File: config.mk
export PLATFORM = sky130hd
export DESIGN_NAME = iir_uart_tx
export DESIGN_NICKNAME = d
export VERILOG_FILES = /design/src/rtl/iir_pkg.sv /design/src/rtl/iir_sample_fifo.sv /design/src/rtl/iir_uart_tx.sv
export SDC_FILE = /design/constraint.sdc
export NUM_CORES = 1
export LEC_CHECK = 0
export BUFFER_PORTS_ARGS = -buffer_cell sky130_fd_sc_hd__buf_4
export CAP_MARGIN = 20
export CORE_MARGIN = 2
export CORE_UTILIZATION = 59
export CTS_CLUSTER_DIAMETER = 200
export DETAILED_ROUTE_END_ITERATION = 7
export PLACE_DENSITY = 0.88
export SLEW_MARGIN = 0
export SYNTH_ARGS = -nofsm -noshare
export SYNTH_HDL_FRONTEND = slang
export SYNTH_SLANG_ARGS = --single-unit
File: constraint.sdc
create_clock -name clk -period 2.2 [get_ports clk]
set_clock_uncertainty 0.05 [all_clocks]
set_input_delay 0.22 -clock clk [delete_from_list [all_inputs] [get_ports clk]]
set_output_delay 0.22 -clock clk [all_outputs]
set_load 0.01 [all_outputs]
File: src/rtl/iir_pkg.sv
// iir_pkg: widths and transmitter state encoding shared by the IIR output path
package iir_pkg;
    localparam int DATA_W     = 10;
    localparam int FRAME_BITS = 13;
    typedef enum logic [2:0] {IDLE, START, DATA, PARITY, STOP} tx_state_t;
endpackage

File: src/rtl/iir_sample_fifo.sv
// iir_sample_fifo: circular sample buffer with occupancy count
module iir_sample_fifo #(
    parameter int DATA_W     = 10,
    parameter int FIFO_DEPTH = 2
) (
    input  logic                              clk,
    input  logic                              reset,
    input  logic                              push,
    input  logic                              pop,
    input  logic [DATA_W-1:0]                 din,
    output logic [DATA_W-1:0]                 dout,
    output logic                              full,
    output logic                              empty,
    output logic [$clog2(FIFO_DEPTH+1)-1:0]   count
);
    localparam int CW = $clog2(FIFO_DEPTH + 1);
    localparam int PW = FIFO_DEPTH > 1 ? $clog2(FIFO_DEPTH) : 1;
    logic [DATA_W-1:0] mem_q [FIFO_DEPTH];
    logic [DATA_W-1:0] mem_d [FIFO_DEPTH];
    logic [PW-1:0]     wr_q, wr_d, rd_q, rd_d;
    logic [CW-1:0]     count_q, count_d;
    logic              do_push, do_pop;
    assign full  = count_q == CW'(FIFO_DEPTH);
    assign empty = count_q == '0;
    assign count = count_q;
    assign dout  = mem_q[rd_q];
    assign do_push = push & ~full;
    assign do_pop  = pop & ~empty;
    always_comb begin
        mem_d = mem_q;
        if (do_push) mem_d[wr_q] = din;
        wr_d    = do_push ? (wr_q == PW'(FIFO_DEPTH - 1) ? '0 : wr_q + 1'b1) : wr_q;
        rd_d    = do_pop  ? (rd_q == PW'(FIFO_DEPTH - 1) ? '0 : rd_q + 1'b1) : rd_q;
        count_d = count_q + CW'(do_push) - CW'(do_pop);
    end
    always_ff @(posedge clk or negedge reset) begin
        if (!reset) begin
            for (int i = 0; i < FIFO_DEPTH; i++) mem_q[i] <= '0;
            wr_q    <= '0;
            rd_q    <= '0;
            count_q <= '0;
        end else begin
            mem_q   <= mem_d;
            wr_q    <= wr_d;
            rd_q    <= rd_d;
            count_q <= count_d;
        end
    end
endmodule

File: src/rtl/iir_uart_tx.sv
// iir_uart_tx: buffers filtered samples and serialises them as start/data/even-parity/stop frames
module iir_uart_tx
    import iir_pkg::*;
#(
    parameter int DATA_W       = iir_pkg::DATA_W,
    parameter int CLKS_PER_BIT = 4,
    parameter int FIFO_DEPTH   = 2
) (
    input  logic              clk,
    input  logic              reset,
    input  logic [DATA_W-1:0] y_in,
    input  logic              y_valid,
    output logic              y_ready,
    output logic              tx,
    output logic              busy,
    output logic              overflow
);
    localparam int BW   = $clog2(CLKS_PER_BIT);
    localparam int BITW = $clog2(DATA_W);
    tx_state_t         state_q, state_d;
    logic [DATA_W-1:0] shift_q, shift_d, dout;
    logic [BW-1:0]     baud_q, baud_d;
    logic [BITW-1:0]   bit_q, bit_d;
    logic              parity_q, parity_d, tx_q, tx_d, overflow_q, overflow_d;
    logic              full, empty, pop, baud_end;
    logic [$clog2(FIFO_DEPTH+1)-1:0] count;
    iir_sample_fifo #(.DATA_W(DATA_W), .FIFO_DEPTH(FIFO_DEPTH)) u_fifo (
        .clk(clk), .reset(reset), .push(y_valid), .pop(pop), .din(y_in),
        .dout(dout), .full(full), .empty(empty), .count(count)
    );
    assign baud_end = baud_q == BW'(CLKS_PER_BIT - 1);
    // STOP pops at its last cycle so queued samples follow with no idle gap
    assign pop      = (state_q == IDLE || (state_q == STOP && baud_end)) && !empty;
    assign y_ready  = !full;
    assign busy     = state_q != IDLE || count != '0;
    assign tx       = tx_q;
    assign overflow = overflow_q;
    always_comb begin
        state_d    = state_q;
        shift_d    = shift_q;
        parity_d   = parity_q;
        bit_d      = bit_q;
        baud_d     = (state_q == IDLE || baud_end) ? '0 : baud_q + 1'b1;
        overflow_d = overflow_q | (y_valid & full);
        case (state_q)
            START:  if (baud_end) state_d = DATA;
            DATA:   if (baud_end) begin
                        shift_d = shift_q >> 1;
                        bit_d   = bit_q + 1'b1;
                        if (bit_q == BITW'(DATA_W - 1)) begin
                            state_d = PARITY;
                            bit_d   = '0;
                        end
                    end
            PARITY: if (baud_end) state_d = STOP;
            STOP:   if (baud_end) state_d = IDLE;
            default: state_d = IDLE;
        endcase
        if (pop) begin
            state_d  = START;
            shift_d  = dout;
            parity_d = ^dout;
            bit_d    = '0;
            baud_d   = '0;
        end
        // tx is registered from the next state so the line changes on the state edge itself
        tx_d = state_d == START ? 1'b0 : state_d == DATA ? shift_d[0] : state_d == PARITY ? parity_d : 1'b1;
    end
    always_ff @(posedge clk or negedge reset) begin
        if (!reset) begin
            state_q    <= IDLE;
            shift_q    <= '0;
            parity_q   <= 1'b0;
            baud_q     <= '0;
            bit_q      <= '0;
            tx_q       <= 1'b1;
            overflow_q <= 1'b0;
        end else begin
            state_q    <= state_d;
            shift_q    <= shift_d;
            parity_q   <= parity_d;
            baud_q     <= baud_d;
            bit_q      <= bit_d;
            tx_q       <= tx_d;
            overflow_q <= overflow_d;
        end
    end
endmodule

==> impl_metrics.toml <==
[run_status]
status = "completed"

[sta]
min_period_ns = 2.015
max_slew_margin_pct = 62.35
period_share_pct = 91.59
setup_tns_ns = 0
final_max_slew_viol_count = 0
hold_viol = 0
clock.fmax_mhz = 496.3
setup_violations = 0
layout_setup_ws_ns = 0.1851
rsz0062_at_grt = "false"
tightest_slew_ns = 0.5647

[logic_synthesis]
synth_area_leaders = "dfrtp_1, mux2_1, mux2i_1"
ys.warnings.count = 0
synth.most_common_cell = "dfrtp_1"
synth_seq_cells = 46
async_reset_ff_share_pct = 100.0
synth_top_area_cell = "dfrtp_1"
yosys-top-cells-count = "dfrtp_1, mux2_1, nand2_1"
yosysSeqAreaShare_pct = 51.14
syn_inst = 198
ys_types = 34
ys.flop_type = "dfrtp_1"
avgSynthCellArea_um2 = 11.38
synthesis.nets = 216
synth_top_area_share_pct = 49.97
synth_area_um2 = 2253
synth_edf_count = 0

[clocking]
cts_tree = "built"
h-tree-depth = 2
tritoncts.num_buffers = 5
clock_sinks = 46
post_cts_buffers = 0
root_buffer = "clkbuf_8"
clk_pin_slew_worst_paths_ns = 0.08
clk-insertion-delay-late_ns = 0.30
clock_path_buffers = 2

[die]
die_y_um = 65.80
start_util_pct = 61.55
die_area_um2 = 4330
coreArea_um2 = 3661
io_pins = 17
die_width_um = 65.80
num_rows = 22

[worst_setup_path]
worstPathArrival_ns = 2.19
cp_max_fo = 8
worst-endpoint-required_ns = 2.37
path_buf_inv = 2
cpLargestDelayFamily = "adder cells"
cp_cell_sequence = "ha_1 -> nor2b_2 -> nor2_1 -> nand2_2 -> inv_2 -> ha_1 -> inv_1 -> ha_1 -> xnor2_1 -> xnor2_1"
reg2reg_to = "u_fifo.count[1]$_DFF_PN0_"
worstSetupPathDepth = 10
r2r_start = "baud_q[0]$_DFF_PN0_"
end_kind = "flop"
crit_path_end = "u_fifo.count[1]$_DFF_PN0_"
cp-start-kind = "flop"
crit_slowest_cell = "dfrtp_1"
r2r_cells = 10
cp-startpoint = "baud_q[0]$_DFF_PN0_"
critPathKind = "reg -> reg"
slowest_delay_ns = 0.38
r2r_slack_ns = 0.19
crit_top_cell = "ha_1"

[placement]
gp_congestion = 0.7956
hpwl_um = 2735
portBuffers = 16
pre_cts_ws_ns = 0.2213

[worst_hold_path]
hold_path_class = "in -> reg"
holdPathStages = 2

[grt]
grt_max_degree = 47
grtUsageTotal_pct = 21.59
grt_pass1_wl_um = 6913
antenna_found_initial = 0
gr-total-overflow = 0
grt_pass1_vias = 1554

[detailed_routing]
dr_wl_met2_um = 2010
vias = 1542
drcViolationCount = 0
initialDrtViolationCount = 89
via_per_inst = 5.775
avgRoutedWirePerCell_um = 14.70
dr.pass1.iters = 4
antenna_left = 0
wirelength_met1_um = 1704
top_layer = "met4"
routed_wl_um = 3925
dr_wl_met3_um = 138

[layout]
n_antenna_cell = 0
nets = 236
drive_gt1_share_pct = 15.98
syn_to_final_growth_pct = 11.94

[pwr]
powerDensity_nw_per_um2 = 1529
power.leakage_nw = 1.133
ir_worst_vdd_v = 0.0008585
finalPower_mw = 3.857

[run]
cap_violations = 0
[cells in the final DEF (no fill, tap or decap), types with 2 or more instances in the layout]
cell type and count:
nand2b_1 4, ha_1 5, dfrtp_1 45, a221o_1 4, inv_2 2, clkbuf_8 6, mux2i_1 10, buf_4 19
mux2_1 20, nand2_1 19, a211oi_1 6, nor2_1 15, xor2_1 9, nand2_2 2, nor2b_1 6, nor3_1 6
a31o_2 2, a21oi_1 3, o21ai_1 2, inv_1 3, a31oi_1 7, xnor2_1 8
[metal layers]
layer	vias to the layer above	global-route usage [%]
met3	10	5.622
met4	0	9.375
met2	31	36.24
met1	769	26.21
met5	-	0
li1	732	-
[cell type report]
cell class	count	area [um2]
multi-input combinational	140	1047
sequential	46	1152
fill	277	1139
inverter	5	18.77
tap	48	60.06
timing repair buffer	20	152.6
clock inverter	1	5.005
clock buffer	7	86.33
[power by group]
group,internal [mW],switching (mW)
logic,0.916,0.797
clock network,0.254,0.278
registers,1.25,0.357
[cell families after synthesis]
group | count (synthesis) | synth area share, %
simple gates | 58 | 12.33
buf+inv | 12 | 2.387
flops | 46 | 51.14
xor+xnor | 18 | 7.607
fa+ha+maj | 6 | 3.220
compound gates | 28 | 8.884
mux | 30 | 14.44
[worst reg2reg max path, delay by kind of cell (launching register included)]
| kind | cells | cell delay (ns) |
|---|---|---|
| flip-flops | 1 | 0.38 |
| adder cells (fa/ha/maj) | 3 | 0.77 |
| buffers and inverters | 2 | 0.12 |
| XOR/XNOR | 2 | 0.30 |
| AND/OR/NAND/NOR | 3 | 0.32 |
[registers in the layout (all words and copies together), names as in the netlist]
| register | count |
|---|---|
| baud_q | 2 |
| bit_q | 4 |
| u_fifo.count | 2 |
| u_fifo.rd_q | 1 |
| state_q | 3 |
| shift_q | 10 |
| u_fifo.mem_q | 20 |
| parity_q | 1 |
| overflow | 1 |
| tx | 1 |
| u_fifo.wr_q | 1 |
[through the flow]
stage | cell area, um2 | instances | hold slack (ns) | util, %
4_1_cts | 2522 | 267 | 0.07660 | 68.90
6_report | 2522 | 267 | 0.08078 | 68.90
3_5_place_dp | 2421 | 258 | 0.2022 | 66.13
5_1_grt | 2522 | 267 | 0.08245 | 68.90
2_1_floorplan | 2253 | 198 | -0.1256 | -
3_3_place_gp | 2421 | 258 | 0.2018 | 66.13
[worst min-delay path by stage]
stage | start | to | slack (ns)
after floorplan | reset | baud_q[0]$_DFF_PN0_ | -0.13
after global placement | reset | overflow$_DFF_PN0_ | 0.20
final | y_in[0] | u_fifo.mem_q[0]$_DFFE_PN0P_ | 0.08
after CTS | y_in[6] | u_fifo.mem_q[6]$_DFFE_PN0P_ | 0.08
after detailed placement | reset | state_q[1]$_DFF_PN0_ | 0.20
after global routing | y_in[6] | u_fifo.mem_q[6]$_DFFE_PN0P_ | 0.08
[repair_timing]
| item | CTS | global route |
|---|---|---|
| gates resized for setup | 0 | 0 |
| endpoints found under the hold margin | 45 | 0 |
| hold buffers | 1 | 0 |
Note: power is estimated with default switching activity, not from simulation.
